[config.mk]
export PLATFORM = sky130hd
export DESIGN_NAME = keypad_emu
export DESIGN_NICKNAME = d
export VERILOG_FILES = /design/src/rtl/keypad_pkg.sv /design/src/rtl/keypad_emu.sv
export SDC_FILE = /design/constraint.sdc
export NUM_CORES = 1
export LEC_CHECK = 0
export CORE_MARGIN = 4
export CORE_UTILIZATION = 39
export CTS_BUF_LIST = sky130_fd_sc_hd__clkbuf_16
export CTS_CLUSTER_DIAMETER = 50
export DETAILED_ROUTE_END_ITERATION = 10
export PLACE_DENSITY_LB_ADDON = 0.1
export SLEW_MARGIN = 20
export SYNTH_ARGS = -nofsm -noshare
export SYNTH_HDL_FRONTEND = slang
export SYNTH_SLANG_ARGS = --single-unit
[constraint.sdc]
create_clock -name i_clk -period 1.8 [get_ports i_clk]
set_input_delay 0.54 -clock i_clk [delete_from_list [all_inputs] [get_ports i_clk]]
set_output_delay 0.54 -clock i_clk [all_outputs]
set_load 0.01 [all_outputs]
[src/rtl/keypad_pkg.sv]
`default_nettype none
// ============================================================================
//  Module      : keypad_pkg
//  Description : Shared constants for the 4x4 keypad matrix emulator:
//                FSM state encoding, key-code field slices, idle line
//                level and the active-low row decode helper.
//  Revision    : 1.0 - initial release
// ============================================================================
package keypad_pkg;

  // Key code layout: {row[1:0], col[1:0]}
  localparam int KEY_W  = 4;
  localparam int ROW_HI = 3;
  localparam int ROW_LO = 2;
  localparam int COL_HI = 1;
  localparam int COL_LO = 0;

  // Row/column lines are active-low; all-high means nothing pressed.
  localparam logic [3:0] LINES_IDLE = 4'hF;

  // Press/release sequencer states
  typedef logic [2:0] state_t;
  localparam state_t ST_IDLE       = 3'd0;
  localparam state_t ST_BOUNCE_IN  = 3'd1;
  localparam state_t ST_HOLD       = 3'd2;
  localparam state_t ST_BOUNCE_OUT = 3'd3;
  localparam state_t ST_GAP        = 3'd4;

  // A closed contact at (row, col) pulls its row low only while the
  // scanner is driving that column low; every other column is ignored.
  function automatic logic [3:0] row_decode(input logic             contact,
                                            input logic [KEY_W-1:0] key,
                                            input logic [3:0]       col);
    logic [3:0] rows;
    rows = LINES_IDLE;
    if (contact && !col[key[COL_HI:COL_LO]]) begin
      rows[key[ROW_HI:ROW_LO]] = 1'b0;
    end
    return rows;
  endfunction

endpackage
`default_nettype wire

[src/rtl/keypad_emu.sv]
`default_nettype none
// ============================================================================
//  Module      : keypad_emu
//  Description : Responder end of a column-scan / row-sense 4x4 keypad.
//                Accepts key-press requests over req/ack, then plays a
//                bounce-in / hold / bounce-out / gap contact sequence and
//                drives the active-low rows from the scanner's column drive.
//  Ports       : i_clk, i_rst_n (sync, active-low)
//                i_col  [3:0]  column drive from scanner (active-low)
//                o_row  [3:0]  row sense to scanner (active-low, idle 4'hF)
//                i_req/o_ack   press request handshake (ack = 1-cycle pulse)
//                i_key  [3:0]  {row, col} of the key, sampled on accept
//                i_hold        closed-contact cycles, 0 treated as 1
//                o_busy        sequence in progress
//                o_done        1-cycle pulse at the end of the sequence
//  Revision    : 1.0 - initial release
// ============================================================================
module keypad_emu
  import keypad_pkg::*;
#(
  parameter int HOLD_W     = 16,
  parameter int BOUNCE_N   = 2,
  parameter int BOUNCE_CYC = 4,
  parameter int GAP_CYC    = 8
) (
  input  logic              i_clk,
  input  logic              i_rst_n,
  input  logic [3:0]        i_col,
  output logic [3:0]        o_row,
  input  logic              i_req,
  input  logic [3:0]        i_key,
  input  logic [HOLD_W-1:0] i_hold,
  output logic              o_ack,
  output logic              o_busy,
  output logic              o_done
);

  // Counter widths are kept at least one bit so degenerate parameter
  // values (BOUNCE_CYC=1, BOUNCE_N=0) still elaborate cleanly.
  localparam int SLOT_W = (BOUNCE_CYC > 1) ? $clog2(BOUNCE_CYC) : 1;
  localparam int IDX_W  = (BOUNCE_N > 0) ? $clog2(2 * BOUNCE_N) : 1;
  localparam int GAP_W  = $clog2(GAP_CYC + 1);
  // The hold counter also times the gap, so it must fit GAP_CYC too.
  localparam int CNT_W  = (HOLD_W > GAP_W) ? HOLD_W : GAP_W;

  localparam logic [SLOT_W-1:0] SLOT_LAST  = SLOT_W'(BOUNCE_CYC - 1);
  localparam logic [SLOT_W-1:0] SLOT_ONE   = SLOT_W'(1);
  localparam logic [IDX_W-1:0]  IDX_LAST   = IDX_W'((BOUNCE_N > 0) ? (2 * BOUNCE_N - 1) : 0);
  localparam logic [IDX_W-1:0]  IDX_ONE    = IDX_W'(1);
  localparam logic [CNT_W-1:0]  CNT_ONE    = CNT_W'(1);
  localparam logic [CNT_W-1:0]  GAP_LOAD   = CNT_W'(GAP_CYC);
  localparam bit                HAS_BOUNCE = (BOUNCE_N > 0);

  state_t             state_q, state_d;
  logic [KEY_W-1:0]   key_q,   key_d;
  logic [SLOT_W-1:0]  slot_q,  slot_d;   // cycle within a bounce slot
  logic [IDX_W-1:0]   idx_q,   idx_d;    // bounce slot index
  logic [CNT_W-1:0]   cnt_q,   cnt_d;    // hold / gap down-counter
  logic               ack_q,   ack_d;
  logic               done_q,  done_d;
  logic               contact;

  // --------------------------------------------------------------------------
  // Next-state logic
  // --------------------------------------------------------------------------
  always_comb begin
    state_d = state_q;
    key_d   = key_q;
    slot_d  = slot_q;
    idx_d   = idx_q;
    cnt_d   = cnt_q;
    ack_d   = 1'b0;
    done_d  = 1'b0;

    case (state_q)
      ST_IDLE: begin
        if (i_req) begin
          key_d   = i_key;
          // The counter is loaded with the hold length directly, so the
          // request's hold value is latched here and never looked at again.
          cnt_d   = (i_hold == '0) ? CNT_ONE : CNT_W'(i_hold);
          slot_d  = '0;
          idx_d   = '0;
          ack_d   = 1'b1;
          state_d = HAS_BOUNCE ? ST_BOUNCE_IN : ST_HOLD;
        end
      end

      ST_BOUNCE_IN, ST_BOUNCE_OUT: begin
        if (slot_q == SLOT_LAST) begin
          slot_d = '0;
          if (idx_q == IDX_LAST) begin
            idx_d = '0;
            if (state_q == ST_BOUNCE_IN) begin
              state_d = ST_HOLD;
            end else begin
              state_d = ST_GAP;
              cnt_d   = GAP_LOAD;
            end
          end else begin
            idx_d = idx_q + IDX_ONE;
          end
        end else begin
          slot_d = slot_q + SLOT_ONE;
        end
      end

      ST_HOLD: begin
        if (cnt_q == CNT_ONE) begin
          if (HAS_BOUNCE) begin
            state_d = ST_BOUNCE_OUT;
          end else begin
            state_d = ST_GAP;
            cnt_d   = GAP_LOAD;
          end
        end else begin
          cnt_d = cnt_q - CNT_ONE;
        end
      end

      ST_GAP: begin
        if (cnt_q == CNT_ONE) begin
          state_d = ST_IDLE;
          cnt_d   = '0;
          done_d  = 1'b1;
        end else begin
          cnt_d = cnt_q - CNT_ONE;
        end
      end

      default: begin
        state_d = ST_IDLE;
      end
    endcase
  end

  // --------------------------------------------------------------------------
  // State registers
  // --------------------------------------------------------------------------
  always_ff @(posedge i_clk) begin
    if (!i_rst_n) begin
      state_q <= ST_IDLE;
      key_q   <= '0;
      slot_q  <= '0;
      idx_q   <= '0;
      cnt_q   <= '0;
      ack_q   <= 1'b0;
      done_q  <= 1'b0;
    end else begin
      state_q <= state_d;
      key_q   <= key_d;
      slot_q  <= slot_d;
      idx_q   <= idx_d;
      cnt_q   <= cnt_d;
      ack_q   <= ack_d;
      done_q  <= done_d;
    end
  end

  // --------------------------------------------------------------------------
  // Contact level: bounce-in starts closed on even slots, bounce-out starts
  // open on even slots, so both edges of the press chatter symmetrically.
  // --------------------------------------------------------------------------
  always_comb begin
    contact = 1'b0;
    case (state_q)
      ST_BOUNCE_IN:  contact = ~idx_q[0];
      ST_HOLD:       contact = 1'b1;
      ST_BOUNCE_OUT: contact = idx_q[0];
      default:       contact = 1'b0;
    endcase
  end

  assign o_row  = row_decode(contact, key_q, i_col);
  assign o_ack  = ack_q;
  assign o_done = done_q;
  assign o_busy = (state_q != ST_IDLE);

endmodule
`default_nettype wire

**Word level (Yosys, flattened, before mapping)**

Index checks and enable logic that the tools add are counted.
W data, S select, Z words.

- $add $sub $neg: 3
- $mul: 0
- Divide/modulo/power cells: 0
- Order comparisons: 3
- Eq/ne operators: 14
- Shifts and indexed selects: 0
- Mux-type cells: 29
- Bitwise logic cells: 2
- Reduce and logical (&&, ||, !) cells: 16

Operators with widths:

| kind | count |
|---|---|
| $mux W16 | 7 |
| $pmux W16 S4 | 1 |
| $mux W3 | 6 |
| $eq A16 B1 Y1 const B | 1 |
| $logic_not A16 Y1 | 1 |
| $sub A16 B1 Y16 const B | 1 |
| $ne A2 B2 Y1 const B | 7 |
| $pmux W3 S4 | 1 |
| $mux W2 | 4 |
| $pmux W2 S2 | 2 |
| $reduce_and A2 Y1 | 4 |
| $eq A3 B2 Y1 const B | 2 |
| $lt A2 B3 Y1 const B | 2 |
| $reduce_and A6 Y1 | 1 |
| $reduce_and A5 Y1 | 1 |
| $add A2 B1 Y2 const B | 2 |
| $eq A2 B2 Y1 const B | 2 |
| $mux W1 | 4 |
| $mux W4 | 1 |
| $not A4 Y4 | 1 |
| $reduce_bool A4 Y1 | 1 |
| $eq A3 B1 Y1 const B | 1 |
| $eq A3 B3 Y1 const B | 1 |
| $logic_not A3 Y1 | 1 |
| 11 further kinds | 12 |

- Register bits after elaboration: 29
- Bits in latches: 0
- Bits in writable memories: 0
- Memory bits (read-only): 0
- Input bits: 27
- Logic and storage cells: 74
- Memories kept: 0

**Logic depth before layout (Yosys ltp)**

Gate-level depths: netlist of the first run.

- Depth in word-level cells: 6
- Mapped depth: 8
- Depth with buffers taken out: 7

**Worst setup path after synthesis of the first run**

No wires, ideal clock.

- Path kind: input-to-output
- From: in i_col[3]
- To: out o_row[1]
- Arrival time: 1433 ps
- Data required time: 1260 ps
- Path slack: -173 ps
- Stages on the path: 3
- Path buffers: 0
- Cell sequence: mux4_2 nor4_1 nand2_1

- Cells in the longest elaborated chain, start to end: 5

RTL lines:

| element | line | RTL |
|---|---|---|
| from (decl) | keypad_emu.sv:28 | `input logic [3:0] i_col,` |
| $bmux W1 S2 | keypad_pkg.sv:36 | `if (contact && !col[key[COL_HI:COL_LO]]) begin` |
| $mux W1 (implied by the code) | keypad_pkg.sv:36 |  |
| $logic_not A1 Y1 | keypad_pkg.sv:36 |  |
| $logic_and A1 B1 Y1 | keypad_pkg.sv:36 |  |
| $mux W4 | keypad_pkg.sv:36 |  |
| to (decl) | keypad_emu.sv:29 | `output logic [3:0] o_row,` |

Every way passes these cells. The select of a mux whose other input is x is not followed.

**Final worst setup path of the first run**

- From: reg key_q[0]
- To: out o_row[3]

- Cells in the longest elaborated chain, start to end: 5

RTL lines:

| element | line | RTL |
|---|---|---|
| from (decl) | keypad_emu.sv:55 | `logic [KEY_W-1:0] key_q, key_d;` |
| from (signal assigned) | keypad_emu.sv:151 | `key_q <= key_d;` |
| $bmux W1 S2 | keypad_pkg.sv:36 |  |
| $mux W1 (implied by the code) | keypad_pkg.sv:36 |  |
| $logic_not A1 Y1 | keypad_pkg.sv:36 |  |
| $logic_and A1 B1 Y1 | keypad_pkg.sv:36 |  |
| $mux W4 | keypad_pkg.sv:36 |  |

Every way passes these cells. The select of a mux whose other input is x is not followed.

==> results of run 1 <==
==> area by class of cell <==
cell class                 count  area (sq um)
clock inverter                 3          65.1
clock buffer                   5           125
multi-input combinational    170          1320
sequential                    29           592
tap                           52          65.1
inverter                       6          22.5
fill                         345          1370
timing repair buffer          93           830
==> kinds of logic after synthesis <==
| kind of cell | after synthesis | synth area share (%) |
|---|---|---|
| flip-flops | 29 | 32.8 |
| buffers and inverters | 17 | 4.59 |
| AO/OA/AOI/OAI | 57 | 23.5 |
| adder cells (fa/ha/maj) | 4 | 2.83 |
| AND/OR/NAND/NOR | 98 | 30.2 |
| multiplexers | 5 | 3.53 |
| XOR/XNOR | 5 | 2.47 |
==> routing by layer <==
layer	wire length [um]	track usage [%]	vias up
met5	0	0	-
met4	72	6.41	0
met3	332	3.96	6
met2	2940	32.9	69
met1	2590	29.2	991
li1	-	-	992
==> sequential cells by signal (all words and copies together), names as in the netlist <==
register,count
key_q,4
state_q,3
o_ack,1
idx_q,2
cnt_q,16
o_done,1
slot_q,2
==> through the flow <==
stage | util (%) | power (mW) | hold WS (ps)
2_1_floorplan | - | 0.962 | 452
3_3_place_gp | 56.9 | 1.20 | 464
3_5_place_dp | 56.9 | 1.20 | 469
4_1_cts | 64.5 | 2.33 | 476
5_1_grt | 68.8 | 2.48 | 504
6_report | 68.8 | 2.39 | 473
==> power by group <==
| part | switching, mW | internal, mW | total, mW |
|---|---|---|---|
| Clock | 0.294 | 0.789 | 1.08 |
| Combinational | 0.278 | 0.320 | 0.598 |
| Sequential | 0.0312 | 0.678 | 0.709 |
==> critical path: cells and delay by family, from the launching register on <==
family,cells,cell delay [ps]
buffers and inverters,1,150
and+or+nand+nor,2,250
muxes,1,550
DFF,1,340
==> placed cells by master (no fill, tap or decap), drive strengths merged, types with 4 or more instances in the layout <==
master / count
buf: 69
dfxtp: 29
nand2: 26
clkdlybuf4s50: 24
nor2: 18
nor3: 10
o21ai: 9
a21oi: 8
nor4: 8
nand2b: 6
nand3: 6
a22oi: 6
inv: 5
clkbuf: 5
nand4: 5
o221ai: 5
a31oi: 5
xnor2: 4
mux2i: 4
and2: 4
ha: 4
==> worst min path at each step <==
stage,end,slack (ps),startpoint
after floorplan,idx_q[1],450,idx_q[1]
after global placement,idx_q[1],460,idx_q[1]
after detailed placement,idx_q[1],470,idx_q[1]
after CTS,idx_q[1],480,idx_q[1]
after global routing,idx_q[1],500,idx_q[1]
final,idx_q[1],470,idx_q[1]
==> timing repair <==
item / CTS / global route
pin swaps: 16 / 17
setup endpoints to repair: 21 / 21
hold buffers: 0 / 0
resized for setup: 56 / 44
cloned: 1 / 1
setup buffers: 8 / 4
==> metrics.cfg, run 1 <==
[run_status]
status = finished, violations left
violations = setup timing

[timing]
fmax_mhz = 476
period_minus_slack_ps = 2100
report.final.slew_viol_count = 0
worst_slew_pin_slew_ps = 418
hold_viol = 0
fin_skew_ps = 7.57
fin_tns_setup_ps = -2570
fin_crit_sh_pct = 117
rsz0062_at_grt = yes
setup_viol = 20
slew_headroom_pct = 71.9
setup_ws_ps = -303

[placed_design]
placed_area_sq_um = 2500
place.gp.congestion = 0.857
dp_slack_ps = -950
dp.cells = 336
dpl.hpwl_um = 3850
io_buffers = 33

[power_and_ir_drop]
p_leak_nw = 1.21
ir_drop_mv = 0.558
power_density_nw_per_um2 = 792

[logic_synthesis]
synth.net_count = 246
postSynth.topFlopCell = dfxtp_1
synth_cell_types = 52
synth_top_area_cell = dfxtp_1
synth_edf_count = 0
yosysWarnings = 0
ys_async_sr_fraction_pct = 0
netlist_area_sq_um = 1770
ys_seq_elements = 29
synthMostInstantiatedCell = dfxtp_1
synthCells = 215
synth_area_leaders = dfxtp_1 (33%), nand2_1 (5.5%), nor2_1 (3.8%)
syn_area_per_cell_sq_um = 8.23
synth_common_cells = dfxtp_1 (29), nand2_1 (26), nor2_1 (18)
synth-seq-area-share_pct = 32.8
synth.top_cell.area_share_pct = 32.8

[clock_network]
clock_path_buffers = 2
cts_num_sinks = 29
cts_tree = done
clkTransAtPathRegs_ps = 50
numCtsBuffers = 5
root_buffer = clkbuf_16
htree_levels = 2
clock_latency_ps = 270

[hold_path]
hp-class = reg -> reg
holdPathStages = 2

[critical_path]
start_kind = register
crit_type = reg -> out
crit_arrival_ps = 1560
end_kind = output pin
crit_fanout = 2
rr_endpoint = cnt_q[4]
reg2reg_from = cnt_q[3]
crit_chain = mux4_2, nor3_2, nand3_1, buf_2
crit_slowest_cell = mux4_2
required_ps = 1260
cp-endpoint = o_row[3]
startpoint = key_q[0]
r2r_slack_ps = -170
rr_worst_depth = 8
slowest_delay_ps = 550

[cells_and_area]
drive_gt1_share_pct = 41.2
n_antenna_cell = 0
nNetsFinal = 336
finalNonFillerCells = 358
post-route-cell-area_sq_um = 3020
syn_to_final_growth_pct = 70.4

[drt]
vias_per_cell = 5.75
wl_um = 5940
vias = 2058
ant_nets = 0
first_pass_iters = 4
route.detailed.drc = 0
wire_per_inst_um = 16.6
dr.first_iter.drc_count = 92

[floorplanning]
io_pins = 34
coreArea_sq_um = 4380
num_rows = 24
die_y_um = 75.4
die_w_um = 75.4
die_area_sq_um = 5680
start_util_pct = 40.4

[global_route]
grt_pass1_wl_um = 9090
gr-usage-all-layers_pct = 21.0
grt_pass1_vias = 1900
antenna_found_initial = 0
grt_max_degree = 20
grt_overflow = 0

[flow_run]
cap_violations = 0

(Power assumes the default switching activity.)
==> inputs of run 2 (changes only) <==
- CORE_MARGIN: 4 -> default
==> run 2 against run 1 <==
Against the previous run: the flow still finishes with violations (setup timing); fmax decreased by 2.8%; sequential power is 0.6% higher; register-to-register slack improved by 150 ps; worst setup slack lost 60 ps; total power shrank 12%; critical path type unchanged.
==> metrics.cfg, run 2 (synthesis gave the netlist of run 1 again) <==
[cells_and_area]
layout_common_cells = buf_4 (49), nand2_1 (25), clkdlybuf4s50_1 (21)  ; was buf_4 (45), nand2_1 (25), dfxtp_1 (24), clkdlybuf4s50_1 (24), nor2_1 (18)
nNetsFinal = 338  ; was 336
syn_to_final_growth_pct = 68.9  ; was 70.4%
top_regs = cnt_q x16, key_q x4, state_q x3  ; unchanged
regMostFlops = cnt_q  ; unchanged
largest_reg_flops = 16  ; unchanged
n_antenna_cell = 0  ; unchanged
fill_cells = 342  ; was 345
layout_commonest_cell = buf_4  ; unchanged
post-route-cell-area_sq_um = 2990  ; was 3020 sq um
drive_gt1_share_pct = 42.2  ; was 41.2%

[global_route]
grt_overflow = 0  ; unchanged
antenna_found_initial = 0  ; unchanged
grt_max_degree = 17  ; was 20
grt_pass1_wl_um = 8560  ; was 9090 um
gr-usage-all-layers_pct = 22.4  ; was 21.0%
grt_pass1_vias = 1869  ; was 1,900

[hold_path]
hp-class = reg -> reg  ; unchanged
min_from = slot_q[1]  ; was idx_q[1]
min_to = slot_q[1]  ; was idx_q[1]
holdPathStages = 2  ; unchanged

[critical_path]
critPathTopFamily = multiplexers  ; unchanged
crit_arrival_ps = 1620  ; was 1560 ps
r2r_slack_ps = -20  ; was -170 ps
crit_slowest_cell = mux4_2  ; unchanged
slowest_delay_ps = 510  ; was 550 ps
reg2reg_from = cnt_q[2]  ; was cnt_q[3]
crit_type = reg -> out  ; unchanged
end_kind = output pin  ; unchanged
start_kind = register  ; unchanged
rr_endpoint = cnt_q[4]  ; unchanged
crit_chain = mux4_2, buf_4, nor3_4, nand3_1, buf_2  ; was mux4_2, nor3_2, nand3_1, buf_2
crit_fanout = 2  ; unchanged
rr_worst_depth = 8  ; unchanged
crit_buf_inv = 2  ; was 1
required_ps = 1260  ; about the same

[run_status]
status = finished, violations left  ; unchanged
violations = setup timing  ; unchanged

[power_and_ir_drop]
clkPwrFrac_pct = 37.4  ; was 45.3%
p_switching_mw = 0.598  ; was 0.603 mW
power_density_nw_per_um2 = 706  ; was 792 nW/um^2
seqPwrFrac_pct = 33.8  ; was 29.7%
p_comb_share_pct = 28.8  ; was 25.0%
ir_drop_mv = 0.662  ; was 0.558 mV
intPower_mw = 1.51  ; was 1.79 mW
p_leak_nw = 1.23  ; was 1.21 nW
p_sw_share_pct = 28.3  ; was 25.2%

[clock_network]
htree_levels = 2  ; unchanged
clock_path_buffers = 2  ; unchanged
cts_tree = done  ; unchanged
numCtsBuffers = 5  ; unchanged
clkTransAtPathRegs_ps = 50  ; about the same
postCtsHoldBufs = 0  ; unchanged
root_buffer = clkbuf_16  ; unchanged
cts_num_sinks = 29  ; unchanged
clock_latency_ps = 280  ; was 270 ps

[drt]
route.detailed.drc = 0  ; unchanged
first_pass_iters = 4  ; unchanged
wl_um = 5640  ; was 5940 um
vias = 2025  ; was 2,058
ant_nets = 0  ; unchanged
vias_per_cell = 5.63  ; was 5.75
dr.first_iter.drc_count = 100  ; was 92
wire_per_inst_um = 15.7  ; was 16.6 um

[flow_run]
cap_violations = 0  ; unchanged

[timing]
report.final.slew_viol_count = 0  ; unchanged
slew_headroom_pct = 59.5  ; was 71.9%
worst_slew_pin_slew_ps = 603  ; was 418 ps
fin_skew_ps = 6.62  ; was 7.57 ps
hold_ws_ps = 479  ; was 473 ps
period_minus_slack_ps = 2160  ; was 2100 ps
rsz0062_at_grt = yes  ; unchanged
setup_ws_ps = -362  ; was -303 ps
fmax_mhz = 462  ; was 476 MHz
hold_viol = 0  ; unchanged
fin_crit_sh_pct = 120  ; was 117%
setup_viol = 5  ; was 20

[placed_design]
dpl.hpwl_um = 3820  ; was 3850 um
io_buffers = 33  ; unchanged
dp_slack_ps = -943  ; was -950 ps
place.gp.congestion = 0.833  ; was 0.857
placed_area_sq_um = 2520  ; was 2500 sq um

[floorplanning]
num_rows = 24  ; unchanged
coreArea_sq_um = 4350  ; was 4380 sq um
die_w_um = 69.4  ; was 75.4 um
start_util_pct = 40.7  ; was 40.4%
io_pins = 34  ; unchanged
die_area_sq_um = 4810  ; was 5680 sq um
die_y_um = 69.4  ; was 75.4 um

-- run 2: power groups by stage --
stage | Sequential (mW) | Clock [mW] | Combinational (mW)
after global placement | 0.718 | 0 | 0.479
after CTS | 0.710 | 0.798 | 0.544
after global routing | 0.717 | 0.830 | 0.656
after detailed placement | 0.719 | 0 | 0.479
after floorplan | 0.723 | 0 | 0.240
final | 0.713 | 0.789 | 0.608
-- run 2: area by class of cell --
type                    instances  area [sq um]  area share [%]
multi-input cells             169          1310            43.9
repair buffers                 96           860            28.7
flip-flops and latches         29           592            19.8
clock buffers                   5           125            4.18
well taps                      52          65.1            2.18
inverters                       6          22.5           0.753
clock inverters                 3          12.5           0.418
-- run 2: metal layers --
layer / vias up / GRT usage (%) / part of all wire [%]
li1: 996 / - / -
met1: 963 / 30.7 / 47
met2: 54 / 35.2 / 47
met3: 12 / 4.65 / 4.2
met4: 0 / 7.48 / 1.6
met5: - / 0 / 0
-- run 2: what timing repair did --
| item | CTS | global route |
|---|---|---|
| setup buffers | 10 | 4 |
| resized for setup | 53 | 48 |
| cloned | 1 | 0 |
| pin swaps | 15 | 18 |
| endpoints found under the setup margin | 18 | 21 |
| endpoints found under the hold margin | 0 | 0 |
-- run 2: worst register-to-register path, delay by kind of cell, from the launching register on --
family                 cells  cell delay, ps
buffers and inverters      3             510
AOI/OAI and AO/OA          3             470
and+or+nand+nor            2             400
DFF                        1             330
-- run 2: worst max path at each step --
stage	cells past startpoint	to	slack, ps	start
floorplan	3	o_row[0]	-60	i_col[3]
global placement	5	o_row[0]	-920	i_col[2]
detailed placement	5	o_row[0]	-940	i_col[3]
CTS	5	o_row[0]	-490	key_q[0]
global route	5	o_row[3]	-450	key_q[0]
finish	5	o_row[3]	-360	key_q[0]
-- run 2: per-stage QoR --
step / utilization (%) / std cells / setup TNS (ps) / total power, mW
5_1_grt: 68.7 / 360 / -2120 / 2.20
3_3_place_gp: 57.8 / 337 / -6610 / 1.20
4_1_cts: 63.8 / 356 / -1850 / 2.05
2_1_floorplan: - / 215 / -182 / 0.962
3_5_place_dp: 57.8 / 337 / -6640 / 1.20
6_report: 68.7 / 360 / -1440 / 2.11
